File: config.mk
export PLATFORM = sky130hd
export DESIGN_NAME = ika9958_vram_arbiter
export DESIGN_NICKNAME = d
export VERILOG_FILES = /design/src/rtl/ika9958_vram_arbiter.sv
export SDC_FILE = /design/constraint.sdc
export NUM_CORES = 1
export LEC_CHECK = 0
export ABC_AREA = 1
export ABC_CLOCK_PERIOD_IN_PS = 2500
export CAP_MARGIN = 20
export CORE_MARGIN = 2
export CORE_UTILIZATION = 28
export DETAILED_ROUTE_END_ITERATION = 10
export DONT_BUFFER_PORTS = 1
export PLACE_DENSITY = 0.52
export SYNTH_ARGS = -nofsm -noshare
export SYNTH_HDL_FRONTEND = slang
export SYNTH_SLANG_ARGS = --single-unit
File: constraint.sdc
create_clock -name i_XTAL1 -period 2.5 [get_ports i_XTAL1]
set_clock_uncertainty 0.2 [all_clocks]
set_input_delay 0.5 -clock i_XTAL1 [delete_from_list [all_inputs] [get_ports i_XTAL1]]
set_output_delay 0.5 -clock i_XTAL1 [all_outputs]
set_load 0.01 [all_outputs]
File: src/rtl/ika9958_vram_arbiter.sv
// ika9958_vram_arbiter: fixed-slot VRAM scheduler sharing one 128 KB port
// between display fetch, CPU port and command engine.
// Optional CPU stall statistics: define IKA9958_VRAM_STALL_STAT_EN.
module ika9958_vram_arbiter #(
  parameter int unsigned SLOT_LEN   = 8,
  parameter logic [3:0]  DISP_MASK  = 4'b0111,
  parameter int unsigned CMD_STARVE = 3
) (
  input  logic        i_XTAL1,
  input  logic        i_RST_n,
  input  logic        i_XTAL_NCEN,
  input  logic        i_LINE_SYNC,
  input  logic        i_DISP_ACTIVE,
  input  logic [16:0] i_DISP_ADDR,
  output logic        o_DISP_VALID,
  input  logic        i_CPU_REQ,
  input  logic        i_CPU_WR,
  input  logic [16:0] i_CPU_ADDR,
  input  logic [7:0]  i_CPU_WDATA,
  output logic        o_CPU_ACK,
  input  logic        i_CMD_REQ,
  input  logic        i_CMD_WR,
  input  logic [16:0] i_CMD_ADDR,
  input  logic [7:0]  i_CMD_WDATA,
  output logic        o_CMD_ACK,
  output logic [7:0]  o_RDATA,
  output logic [16:0] o_VA,
  output logic [7:0]  o_VDO,
  input  logic [7:0]  i_VDI,
  output logic        o_VCS_n,
  output logic        o_VWE_n,
`ifdef IKA9958_VRAM_STALL_STAT_EN
  input  logic        i_STAT_CLR,
  output logic [15:0] o_CPU_STALL_CNT,
`endif
  output logic [1:0]  o_SLOT_OWNER
);

  localparam int unsigned PW = 4;
  localparam int unsigned SW = (CMD_STARVE < 2) ? 1 : $clog2(CMD_STARVE + 1);

  localparam logic [PW-1:0] PH_LAST    = PW'(SLOT_LEN - 1);
  localparam logic [PW-1:0] PH_REC     = PW'(SLOT_LEN - 2);
  localparam logic [PW-1:0] PH_CAP     = PW'(SLOT_LEN - 3);
  localparam logic [SW-1:0] STARVE_MAX = SW'(CMD_STARVE);

  localparam logic [1:0] OWN_IDLE = 2'd0;
  localparam logic [1:0] OWN_DISP = 2'd1;
  localparam logic [1:0] OWN_CPU  = 2'd2;
  localparam logic [1:0] OWN_CMD  = 2'd3;

  logic [PW-1:0] r_phase, w_phase_nxt;
  logic [1:0]    r_slot, w_slot_nxt;
  logic [SW-1:0] r_starve, w_starve_nxt;
  logic [1:0]    r_owner, w_owner_nxt, w_grant;
  logic          r_wr, w_wr_nxt;
  logic          w_arb, w_busy;
  logic [16:0]   r_va, w_va_nxt;
  logic [7:0]    r_vdo, w_vdo_nxt;
  logic [7:0]    r_rdata, w_rdata_nxt;
  logic          r_vcs_n, w_vcs_n_nxt;
  logic          r_vwe_n, w_vwe_n_nxt;
  logic          r_disp_valid, w_disp_valid_nxt;
  logic          r_cpu_ack, w_cpu_ack_nxt;
  logic          r_cmd_ack, w_cmd_ack_nxt;
  logic          w_done;

  // Arbitration happens on phase 0 unless a line sync restarts the schedule
  assign w_arb = (r_phase == '0) && !i_LINE_SYNC;

  // State register: phase, slot, starvation count, owner and registered pins
  always_ff @(posedge i_XTAL1 or negedge i_RST_n) begin
    if (!i_RST_n) begin
      r_phase      <= '0;
      r_slot       <= '0;
      r_starve     <= '0;
      r_owner      <= OWN_IDLE;
      r_wr         <= 1'b0;
      r_va         <= '0;
      r_vdo        <= '0;
      r_rdata      <= '0;
      r_vcs_n      <= 1'b1;
      r_vwe_n      <= 1'b1;
      r_disp_valid <= 1'b0;
      r_cpu_ack    <= 1'b0;
      r_cmd_ack    <= 1'b0;
    end else if (i_XTAL_NCEN) begin
      r_phase      <= w_phase_nxt;
      r_slot       <= w_slot_nxt;
      r_starve     <= w_starve_nxt;
      r_owner      <= w_owner_nxt;
      r_wr         <= w_wr_nxt;
      r_va         <= w_va_nxt;
      r_vdo        <= w_vdo_nxt;
      r_rdata      <= w_rdata_nxt;
      r_vcs_n      <= w_vcs_n_nxt;
      r_vwe_n      <= w_vwe_n_nxt;
      r_disp_valid <= w_disp_valid_nxt;
      r_cpu_ack    <= w_cpu_ack_nxt;
      r_cmd_ack    <= w_cmd_ack_nxt;
    end
  end

  // Next state: owner pick at phase 0, phase/slot advance, line-sync restart
  always_comb begin
    w_grant      = OWN_IDLE;
    w_starve_nxt = r_starve;
    w_phase_nxt  = r_phase + PW'(1);
    w_slot_nxt   = r_slot;
    w_owner_nxt  = r_owner;
    w_wr_nxt     = r_wr;
    if (w_arb) begin
      if (DISP_MASK[r_slot] && i_DISP_ACTIVE) begin
        w_grant = OWN_DISP;
        if (!i_CMD_REQ) w_starve_nxt = '0;
      end else if (i_CMD_REQ && (r_starve == STARVE_MAX)) begin
        w_grant      = OWN_CMD;
        w_starve_nxt = '0;
      end else if (i_CPU_REQ) begin
        w_grant = OWN_CPU;
        if (!i_CMD_REQ) w_starve_nxt = '0;
        else            w_starve_nxt = r_starve + SW'(1);
      end else if (i_CMD_REQ) begin
        w_grant      = OWN_CMD;
        w_starve_nxt = '0;
      end else begin
        w_starve_nxt = '0;
      end
    end
    if (i_LINE_SYNC) begin
      w_phase_nxt = '0;
      w_slot_nxt  = '0;
      w_owner_nxt = OWN_IDLE;
      w_wr_nxt    = 1'b0;
    end else if (w_arb) begin
      w_owner_nxt = w_grant;
      w_wr_nxt    = ((w_grant == OWN_CPU) && i_CPU_WR) || ((w_grant == OWN_CMD) && i_CMD_WR);
    end else if (r_phase == PH_LAST) begin
      w_phase_nxt = '0;
      w_slot_nxt  = r_slot + 2'd1;
      w_owner_nxt = OWN_IDLE;
      w_wr_nxt    = 1'b0;
    end
  end

  // Output values for the phase being entered: strobes, address/data, capture, acks
  always_comb begin
    w_busy      = (w_owner_nxt != OWN_IDLE) && (w_phase_nxt != '0) && (w_phase_nxt <= PH_CAP);
    w_vcs_n_nxt = !w_busy;
    w_vwe_n_nxt = !(w_busy && w_wr_nxt);
    w_va_nxt    = r_va;
    w_vdo_nxt   = r_vdo;
    w_rdata_nxt = r_rdata;
    if (w_arb) begin
      case (w_grant)
        OWN_DISP: w_va_nxt = i_DISP_ADDR;
        OWN_CPU: begin
          w_va_nxt = i_CPU_ADDR;
          if (i_CPU_WR) w_vdo_nxt = i_CPU_WDATA;
        end
        OWN_CMD: begin
          w_va_nxt = i_CMD_ADDR;
          if (i_CMD_WR) w_vdo_nxt = i_CMD_WDATA;
        end
        default: w_va_nxt = r_va;
      endcase
    end
    if (!i_LINE_SYNC && (r_owner != OWN_IDLE) && !r_wr && (r_phase == PH_CAP))
      w_rdata_nxt = i_VDI;
    w_done           = !i_LINE_SYNC && (r_phase == PH_REC);
    w_disp_valid_nxt = w_done && (r_owner == OWN_DISP);
    w_cpu_ack_nxt    = w_done && (r_owner == OWN_CPU);
    w_cmd_ack_nxt    = w_done && (r_owner == OWN_CMD);
  end

`ifdef IKA9958_VRAM_STALL_STAT_EN
  logic [15:0] r_stall_cnt;

  // Count phase-0 decisions that left a pending CPU request ungranted
  always_ff @(posedge i_XTAL1 or negedge i_RST_n) begin
    if (!i_RST_n) begin
      r_stall_cnt <= '0;
    end else if (i_XTAL_NCEN) begin
      if (i_STAT_CLR)
        r_stall_cnt <= '0;
      else if (w_arb && i_CPU_REQ && (w_grant != OWN_CPU) && (r_stall_cnt != 16'hFFFF))
        r_stall_cnt <= r_stall_cnt + 16'd1;
    end
  end

  assign o_CPU_STALL_CNT = r_stall_cnt;
`endif

  assign o_DISP_VALID = r_disp_valid;
  assign o_CPU_ACK    = r_cpu_ack;
  assign o_CMD_ACK    = r_cmd_ack;
  assign o_RDATA      = r_rdata;
  assign o_VA         = r_va;
  assign o_VDO        = r_vdo;
  assign o_VCS_n      = r_vcs_n;
  assign o_VWE_n      = r_vwe_n;
  assign o_SLOT_OWNER = r_owner;

endmodule

==> summary.txt, run 1 <==
Worst hold path
  • Worst Hold Depth: 1
  • HP Start: i_XTAL_NCEN
  • Worst hold-check path type: in2reg
  • Endpoint of the worst hold path: r_wr

Power and ir drop
  • Pint: 1.38 mW
  • Switch share: roughly 36%
  • Clock Power Share: 21.8%
  • Worst vdd ir: 0.248 mV
  • P per Cell Area: 722 nW/um2
  • Comb pwr share: 21.1%
  • Register share of total power: 57.2%
  • Pwr Total: approximately 2.1 mW
  • Static Leakage: 1.33 nW
  • Net Sw Power: approximately 770 uW

Finish
  • Diode count: 0
  • Final Util: 30.8%
  • Fillcell total: 1,030
  • Synthesis-to-finish area growth: 8.03%
  • Cell Count, Final, Fillers Out: 469
  • Register area: between 1000 and 1500 um2
  • Share of layout cells above drive strength 1: between 10% and 20%
  • Area of the multi-input gates: roughly 1300 um2
  • Fin area: 2980 um2
  • Net count, final: approximately 430

Clock tree
  • CTS tree: built
  • Clk pin slew, worst setup/hold paths: 100 ps
  • Root buf cell: clkbuf_8
  • Clk Latency, worst-skew pair: 300 ps
  • Sink Count: 49
  • Post-CTS Setup Bufs: 0
  • TritonCTS Buffers: 5
  • # resized after CTS: 0
  • Max clock buf depth: 2
  • Level count of the clock H-tree: 2

Detailed routing
  • DR WL met3: between 600 and 700 um
  • Met2 Routed Length: 3.34 mm
  • WL/cell: 14.7 um
  • 1st-pass router iterations: 4
  • Routed Antenna Nets: 0
  • Drt drc: 0
  • Via Count: ~2,300
  • Final wirelength: 6.88 mm
  • Top Layer Used: met4
  • Drt first-iter violations: 79
  • M1 WL: 2.88 mm
  • DR vias/cell: approximately 4.9

Logic synthesis
  • Netlist cell types: 26
  • Cell Area, Synth: 2760 um2
  • Seq/Total Area, Yosys: 44.6%
  • Post-Syn Instances: 338
  • Count leader, synth: nand2_1
  • Commonest cells post-synth: nand2_1 (83), dfrtp_1 (47), nand3_1 (44), inv_1 (27), nand4_1 (19)
  • Area leader, netlist: dfrtp_1
  • Synth top area share: 42.6%
  • Top area cells in the synthesized netlist: dfrtp_1 (43%), nand2_1 (11%), nand3_1 (8.0%)
  • Yosys Warn Count: 0
  • Ys flop type: dfrtp_1
  • #FFs+latches synth: just under 50
  • Mean Syn Cell Area: 8.16 um2
  • Number of synthesized flops with an enable pin: 0
  • Ys async rst share: 100%
  • Synth Net Count: 428

Timing
  • Fmax: roughly 0.46 GHz
  • Final Setup Violations: 0
  • Worst Tran Pin Value: between 600 and 700 ps
  • Slew Limit Fails: 0
  • Final period utilization: 87.5%
  • RSZ-0062 raised after global routing: no
  • TNS Setup: 0 ps
  • Relative slew slack: 56.7%
  • Post-layout worst setup margin: 313 ps
  • Fin. Hold Viols: 0
  • Minimum clock period after layout: 2190 ps
  • Final hold slack: 83.7 ps

Critical path
  • Startpoint types: register
  • Critical path arrival: 2230 ps
  • Reg2Reg Setup Slack: 310 ps
  • Crit Path Category: reg2reg
  • Worst reg2reg path startpoint: r_phase[0]
  • Critical Path Sink Type: register
  • Critical path required time: 2540 ps
  • Worst-case reg-to-reg path depth: 10
  • R2r endpoint: o_VA[0]
  • CP max FO: 30

Place
  • Placed inst area: between 2000 and 3000 um2
  • Hpwl dp: 5.15 mm
  • Setup WS pre-CTS: 329 ps
  • GPL Wtd Cong: 0.794
  • DP Cell Count: ~460
  • Port Buffer Count: 0

Floorplan
  • Die area: 10,700 um2
  • Die width: 103 um
  • # rows: 36
  • I/O pin count: between 100 and 150
  • Core Box Area: ~9700 um2
  • Effective utilization at floorplan: 28.5%
  • Chip height: 103 um

Run
  • Maxcap violations: 0

Run status
  • Run status: finished, final reports clean

Global route
  • Vias in the first global route: 2,030
  • Largest net degree at the start of global routing: 50
  • Global-route wire length before repair: between 9 and 10 mm
  • Grt total ovfl: 0
  • GRT Util Overall: 11.9%
  • Antenna violations before repair: 0
cells by family (layout without fill, tap and decap cells):
family          Yosys count  count (layout)  share of synthesized area [%]
simple gates            176             176                           30.9
fa+ha+maj                 6               6                           2.72
compound gates           58              58                           13.4
flops                    49              49                           44.6
buf+inv                  49              47                           8.39
power by group through the flow:
stage          Sequential [mW]  Clock (mW)  Combinational (mW)
2_1_floorplan             1.19           0               0.382
3_5_place_dp              1.25           0               0.440
5_1_grt                   1.26       0.527               0.524
6_report                  1.23       0.468               0.453
4_1_cts                   1.23       0.500               0.463
3_3_place_gp              1.24           0               0.425
flip-flops by register name, indices dropped and copies added (netlist names), 2 cells and up:
register and cells:
r_phase 4, r_slot 2, o_RDATA 8, o_SLOT_OWNER 2, r_starve 2, o_VDO 8, o_VA 17
per-layer routing:
metal  GRT usage (%)  vias to the layer above
met3            3.83                        2
met4            2.43                        0
met5               0                        -
met1            14.0                     1064
met2            21.5                       98
li1                -                     1123
worst max-delay path: stages, from the launching register on:
cell	delay (ps)
dfrtp_1	450
inv_1	120
ha_1	170
inv_1	40
nor2_1	100
nand2_2	100
nor2_4	250
buf_4	340
nand3_1	120
nand4_1	110
o21a_1	120
placed cells by master, fill, tap and decap left out, drive strengths merged:
master       count
nand3b           1
o21a            17
clkinvlp         1
dfrtp           47
dlygate4sd3      1
ha               6
nor2            17
nor3             2
buf              4
nand4           19
clkinv           3
nand3           46
clkbuf           5
o211ai           1
nand2           91
a21oi            3
inv             33
o21ai           37
dfstp            2
worst max path at each step:
stage	from	to	slack, ps	depth (start not counted)
final	r_phase[0]	o_VA[0]	310	10
after CTS	r_phase[0]	o_VA[11]	310	10
after detailed placement	r_phase[0]	o_VA[11]	330	10
after global placement	r_phase[0]	o_VA[4]	390	10
after floorplan	r_phase[0]	o_VDO[6]	610	13
after global routing	r_phase[0]	o_VA[16]	100	10
area by class of cell:
cell class              count  area share (%)
flip-flops and latches     49            41.2
multi-input cells         240            43.6
clock buffers               5            2.31
clock inverters             3           0.588
repair buffers              5            2.44
well taps                 133            5.59
inverters                  34            4.28
timing repair:
| item | 4_1_cts | 5_1_grt |
|---|---|---|
| setup endpoints to repair | 0 | 0 |
| hold buffers | 2 | 0 |
| endpoints found under the hold margin | 49 | 0 |
Note: power is estimated with default switching activity, not from simulation.
==> inputs of run 2 (changes only) <==
Settings changed: SKIP_CTS_REPAIR_TIMING set to 1.
==> summary.txt, run 2 (synthesized netlist as in run 1, its figures left out) <==
Finish
  • Commonest non-fill, non-tap cell in the layout: nand2_1 (unchanged)
  • Diode count: 0 (unchanged)
  • Fin area: 2980 um2 (unchanged)
  • Max reg flops: 17 (unchanged)
  • Net count, final: 425 (unchanged)
  • Final Util: 30.8% (unchanged)
  • Share of layout cells above drive strength 1: 13.4% (unchanged)
  • Most frequent cells in the layout: nand2_1 (83), dfrtp_1 (47), nand3_1 (44) (unchanged)
  • Synthesis-to-finish area growth: 8.03% (unchanged)

Critical path
  • CP max stage cell: dfrtp_1 (unchanged)
  • CP Launch Point: r_phase[0] (unchanged)
  • CP max FO: 30 (unchanged)
  • Startpoint types: register (unchanged)
  • Slowest stage delay, CP: 450 ps (about the same)
  • Worst reg2reg path startpoint: r_phase[0] (unchanged)
  • CP Cell Sequence: inv_1, ha_1, inv_1, nor2_1, nand2_2, nor2_4, buf_4, nand3_1, nand4_1, o21a_1 (unchanged)
  • Critical path required time: 2540 ps (about the same)
  • Crit Path Category: reg2reg (unchanged)
  • Critical path arrival: 2240 ps (was 2230 ps)
  • Cell mode on critical path: inv_1 (unchanged)
  • Critical Path Sink Type: register (unchanged)

Detailed routing
  • Final wirelength: 6.86 mm (was 6.88 mm)
  • WL/cell: 14.6 um (was 14.7 um)
  • Routed Antenna Nets: 0 (unchanged)
  • Drt drc: 0 (unchanged)
  • Drt first-iter violations: 53 (was 79)
  • 1st-pass router iterations: 4 (unchanged)
  • Via Count: 2,284 (was 2,287)
  • DR vias/cell: 4.87 (was 4.88)

Clock tree
  • Sink Count: 49 (unchanged)
  • CTS tree: built (unchanged)
  • Clk pin slew, worst setup/hold paths: 100 ps (about the same)
  • TritonCTS Buffers: 5 (unchanged)
  • Root buf cell: clkbuf_8 (unchanged)
  • Clk Latency, worst-skew pair: 300 ps (about the same)
  • Max clock buf depth: 2 (unchanged)
  • Level count of the clock H-tree: 2 (unchanged)

Power and ir drop
  • Switch share: 35.7% (was 35.8%)
  • Register share of total power: 57.2% (about the same)
  • P per Cell Area: 721 nW/um2 (was 722 nW/um2)
  • Net Sw Power: 768 uW (was 769 uW)
  • Static Leakage: 1.33 nW (unchanged)
  • Worst vdd ir: 0.249 mV (was 0.248 mV)
  • Clock Power Share: 21.8% (about the same)
  • Comb pwr share: 21.1% (about the same)
  • Pint: 1.38 mW (about the same)

Global route
  • GRT Util Overall: 11.9% (about the same)
  • Vias in the first global route: 2,025 (was 2,030)
  • Largest net degree at the start of global routing: 50 (unchanged)
  • Antenna violations before repair: 0 (unchanged)
  • Global-route wire length before repair: 9.76 mm (was 9.87 mm)
  • Grt total ovfl: 0 (unchanged)

Timing
  • Worst Tran Pin Value: 647 ps (about the same)
  • Final Setup Violations: 0 (unchanged)
  • Fin. Hold Viols: 0 (unchanged)
  • TNS Setup: 0 ps (unchanged)
  • Minimum clock period after layout: 2200 ps (was 2190 ps)
  • Slew Limit Fails: 0 (unchanged)
  • Relative slew slack: 56.7% (unchanged)
  • Fmax: 0.454 GHz (was 0.457 GHz)
  • Final period utilization: 88.1% (was 87.5%)
  • RSZ-0062 raised after global routing: no (unchanged)
  • Final hold slack: 84.0 ps (was 83.7 ps)

Run status
  • Run status: finished, final reports clean (unchanged)

Run
  • Maxcap violations: 0 (unchanged)

Floorplan
  • Core Box Area: 9680 um2 (unchanged)
  • Die area: 10,700 um2 (unchanged)
  • Die width: 103 um (unchanged)
  • # rows: 36 (unchanged)
  • Effective utilization at floorplan: 28.5% (unchanged)
  • I/O pin count: 124 (unchanged)
  • Chip height: 103 um (unchanged)

Worst hold path
  • HP Start: i_XTAL_NCEN (unchanged)
  • Worst hold-check path type: in2reg (unchanged)

Place
  • Hpwl dp: 5.15 mm (unchanged)
  • Port Buffer Count: 0 (unchanged)
  • GPL Wtd Cong: 0.794 (unchanged)
  • Placed inst area: 2860 um2 (unchanged)
## run 2: path summary, 6_finish.rpt
path                       slack (ps)  depth (start not counted)        to
hold reg to reg                   310                          2   o_VCS_n
min in group asynchronous         550                          2  o_VDO[4]
max in group asynchronous        1270                          2   o_VCS_n
setup reg to reg                  300                         10   o_VA[0]
setup / recovery                  300                         10   o_VA[0]
hold / removal                     80                          1      r_wr
## run 2: metrics by stage
stage / power (mW) / cells / setup WS, ps
6_report: 2.15 / 469 / 298
4_1_cts: 2.17 / 467 / 306
2_1_floorplan: 1.57 / 338 / 610
3_5_place_dp: 1.68 / 459 / 329
3_3_place_gp: 1.67 / 459 / 390
5_1_grt: 2.31 / 469 / 104
## run 2: cell type report
cell class                      count  area (um2)
Clock buffer                        5        68.8
Timing Repair Buffer                5        72.6
Sequential cell                    49        1230
Clock inverter                      3        17.5
Fill cell                        1029        6710
Inverter                           34         128
Tap cell                          133         166
Multi-Input combinational cell    240        1300
## run 2: per-layer routing
metal  share of wire (%)  GRT usage [%]  up-vias
met5                   0              0        -
met4                0.31           2.94        0
met3                 8.9           3.76        2
met2                  49           21.7       94
met1                  42           13.4     1062
li1                    -              -     1126
## run 2: worst max-delay path: cells and delay by family, from the launching register on
family                     cells  cell delay (ps)
adders and majority gates      1              170
AOI/OAI and AO/OA              1              120
DFF                            1              450
and+or+nand+nor                5              700
buffers and inverters          3              500
## run 2: power groups by stage
stage | Sequential (mW) | Combinational (mW) | Clock (mW)
after floorplan | 1.19 | 0.382 | 0
after global placement | 1.24 | 0.425 | 0
after detailed placement | 1.25 | 0.440 | 0
after CTS | 1.23 | 0.439 | 0.500
after global routing | 1.26 | 0.524 | 0.527
final | 1.23 | 0.452 | 0.467
==> inputs of run 3 (changes only) <==
Settings changed: DONT_BUFFER_PORTS 1 to unset, GPL_TIMING_DRIVEN set to 0, PLACE_DENSITY 0.52 to 0.69.
==> summary.txt, run 3 (synthesized netlist as in run 1, its figures left out) <==
Critical path
  • Top delay family on crit path: simple AND/OR/NAND/NOR gates (unchanged)
  • CP max stage cell: clkdlybuf4s50_1 (was dfrtp_1)
  • Worst-case reg-to-reg path depth: 12 (was 10)
  • Reg2Reg Setup Slack: 310 ps (was 300 ps)
  • R2r endpoint: o_VA[15] (was o_VA[0])
  • Critical path required time: 2500 ps (was 2540 ps)
  • Startpoint types: input port (was register)
  • Worst reg2reg path startpoint: r_phase[0] (unchanged)
  • CP max FO: 10 (was 30)
  • WP buf/inv: 2 (was 3)
  • Critical path arrival: 2260 ps (was 2240 ps)
  • Critical Path Sink Type: register (unchanged)
  • Slowest stage delay, CP: 470 ps (was 450 ps)
  • Crit Path Category: in2reg (was reg2reg)
  • CP Cell Sequence: clkdlybuf4s50_1, nand2_1, nand2_1, nor2_2, nand3_1, nand2_2, nand2_4, buf_6, nand2_2, o21ai_2 (was inv_1, ha_1, inv_1, nor2_1, nand2_2, nor2_4, buf_4, nand3_1, nand4_1, o21a_1)

Finish
  • Max reg flops: 17 (unchanged)
  • Synthesis-to-finish area growth: 55.4% (was 8.03%)
  • Commonest non-fill, non-tap cell in the layout: clkdlybuf4s50_1 (was nand2_1)
  • Share of layout cells above drive strength 1: 11.9% (was 13.4%)
  • Net count, final: 559 (was 425)
  • Most frequent cells in the layout: clkdlybuf4s50_1 (122), nand2_1 (83), dfrtp_1 (47) (was nand2_1 (83), dfrtp_1 (47), nand3_1 (44))
  • Diode count: 0 (unchanged)

Global route
  • Met3 global-route usage: 4.84% (was 3.76%)
  • Vias in the first global route: 2,745 (was 2,025)
  • GRT busiest layer: met2 (unchanged)
  • Met2 GRT Util: 26.1% (was 21.7%)
  • Global-route wire length before repair: 12.6 mm (was 9.76 mm)
  • Antenna violations before repair: 0 (unchanged)
  • GRT Util Overall: 15.1% (was 11.9%)
  • GR Util met1: 18.6% (was 13.4%)
  • Largest net degree at the start of global routing: 27 (was 50)
  • Grt total ovfl: 0 (unchanged)

Floorplan
  • Effective utilization at floorplan: 28.5% (unchanged)
  • Core Box Area: 9680 um2 (unchanged)
  • Die width: 103 um (unchanged)
  • I/O pin count: 124 (unchanged)
  • # rows: 36 (unchanged)
  • Chip height: 103 um (unchanged)
  • Die area: 10,700 um2 (unchanged)

Run status
  • Run status: finished, final reports clean (unchanged)

Clock tree
  • TritonCTS Buffers: 5 (unchanged)
  • Level count of the clock H-tree: 2 (unchanged)
  • CTS tree: built (unchanged)
  • Max clock buf depth: 2 (unchanged)
  • Sink Count: 49 (unchanged)
  • Clk Latency, worst-skew pair: 310 ps (was 300 ps)
  • Clk pin slew, worst setup/hold paths: 100 ps (about the same)
  • Root buf cell: clkbuf_8 (unchanged)

Timing
  • Fin. Hold Viols: 0 (unchanged)
  • Final Setup Violations: 0 (unchanged)
  • Worst Tran Pin Value: 654 ps (was 647 ps)
  • Slew Limit Fails: 0 (unchanged)
  • Relative slew slack: 56.4% (was 56.7%)
  • RSZ-0062 raised after global routing: no (unchanged)
  • Minimum clock period after layout: 2260 ps (was 2200 ps)
  • Fmax: 0.443 GHz (was 0.454 GHz)
  • TNS Setup: 0 ps (unchanged)
  • Final period utilization: 90.3% (was 88.1%)
  • Post-layout worst setup margin: 243 ps (was 298 ps)

Detailed routing
  • Drt drc: 0 (unchanged)
  • Routed Antenna Nets: 0 (unchanged)
  • DR vias/cell: 4.65 (was 4.87)
  • Via Count: 2,802 (was 2,284)
  • Final wirelength: 8.12 mm (was 6.86 mm)
  • Drt first-iter violations: 92 (was 53)
  • WL/cell: 13.5 um (was 14.6 um)
  • 1st-pass router iterations: 4 (unchanged)

Power and ir drop
  • Pwr Total: 2.75 mW (was 2.15 mW)
  • Worst vdd ir: 0.269 mV (was 0.249 mV)
  • Static Leakage: 1.86 nW (was 1.33 nW)
  • P per Cell Area: 642 nW/um2 (was 721 nW/um2)

Worst hold path
  • Worst hold-check path type: in2async (was in2reg)

Place
  • Setup WS pre-CTS: -88.5 ps (was 329 ps)
  • Port Buffer Count: 123 (was 0)
  • Hpwl dp: 6.40 mm (was 5.15 mm)
  • GPL Wtd Cong: 0.877 (was 0.794)

Run
  • Maxcap violations: 0 (unchanged)
run 3: changes by cell type in the layout (fill, tap and decap cells not counted), sizes merged:
cell,change
buf,+11
bufinv,+1
clkbuf,+2
clkdlybuf4s50,+122
clkinv,-1
dlygate4sd3,-1
run 3: area by class of cell:
| cell class | count | area (um2) |
|---|---|---|
| fill | 989 | 5400 |
| buffer | 15 | 104 |
| timing repair buffer | 124 | 1250 |
| inverter | 34 | 128 |
| multi-input combinational | 240 | 1300 |
| clock buffer | 5 | 68.8 |
| sequential | 49 | 1230 |
| tap | 133 | 166 |
| clock inverter | 3 | 46.3 |
run 3: worst max-delay path by stage:
stage	from	end	slack [ps]	cells past startpoint
after floorplan	r_phase[0]	o_VDO[6]	610	13
after global placement	i_RST_n	o_VA[13]	-750	1
after detailed placement	i_CMD_REQ	o_VDO[7]	-90	10
after CTS	i_CMD_REQ	o_VDO[7]	230	10
after global routing	i_CMD_REQ	o_VDO[6]	100	10
final	i_CMD_REQ	o_VDO[7]	240	10
run 3: report_power, final:
group          internal [mW]  leakage [nW]  switching [mW]  total, mW
sequential             0.986         0.609           0.116       1.10
combinational          0.599          1.19           0.468       1.07
clock                  0.300        0.0543           0.282      0.582
total                   1.89          1.86           0.867       2.75
run 3: per-layer routing:
layer | part of all wire, % | vias up
met5 | 0 | -
met4 | 0.64 | 0
met3 | 8.0 | 5
met2 | 49 | 95
met1 | 42 | 1318
li1 | - | 1384
run 3: through the flow:
stage / cell area (um2) / hold slack, ps / cells / utilization [%]
after floorplan: 2760 / 4.41 / 338 / -
after global placement: 4160 / 263 / 594 / 42.9
after detailed placement: 4170 / 264 / 595 / 43.1
after CTS: 4290 / 19.4 / 603 / 44.3
after global routing: 4290 / 34.6 / 603 / 44.3
final: 4290 / 3.58 / 603 / 44.3
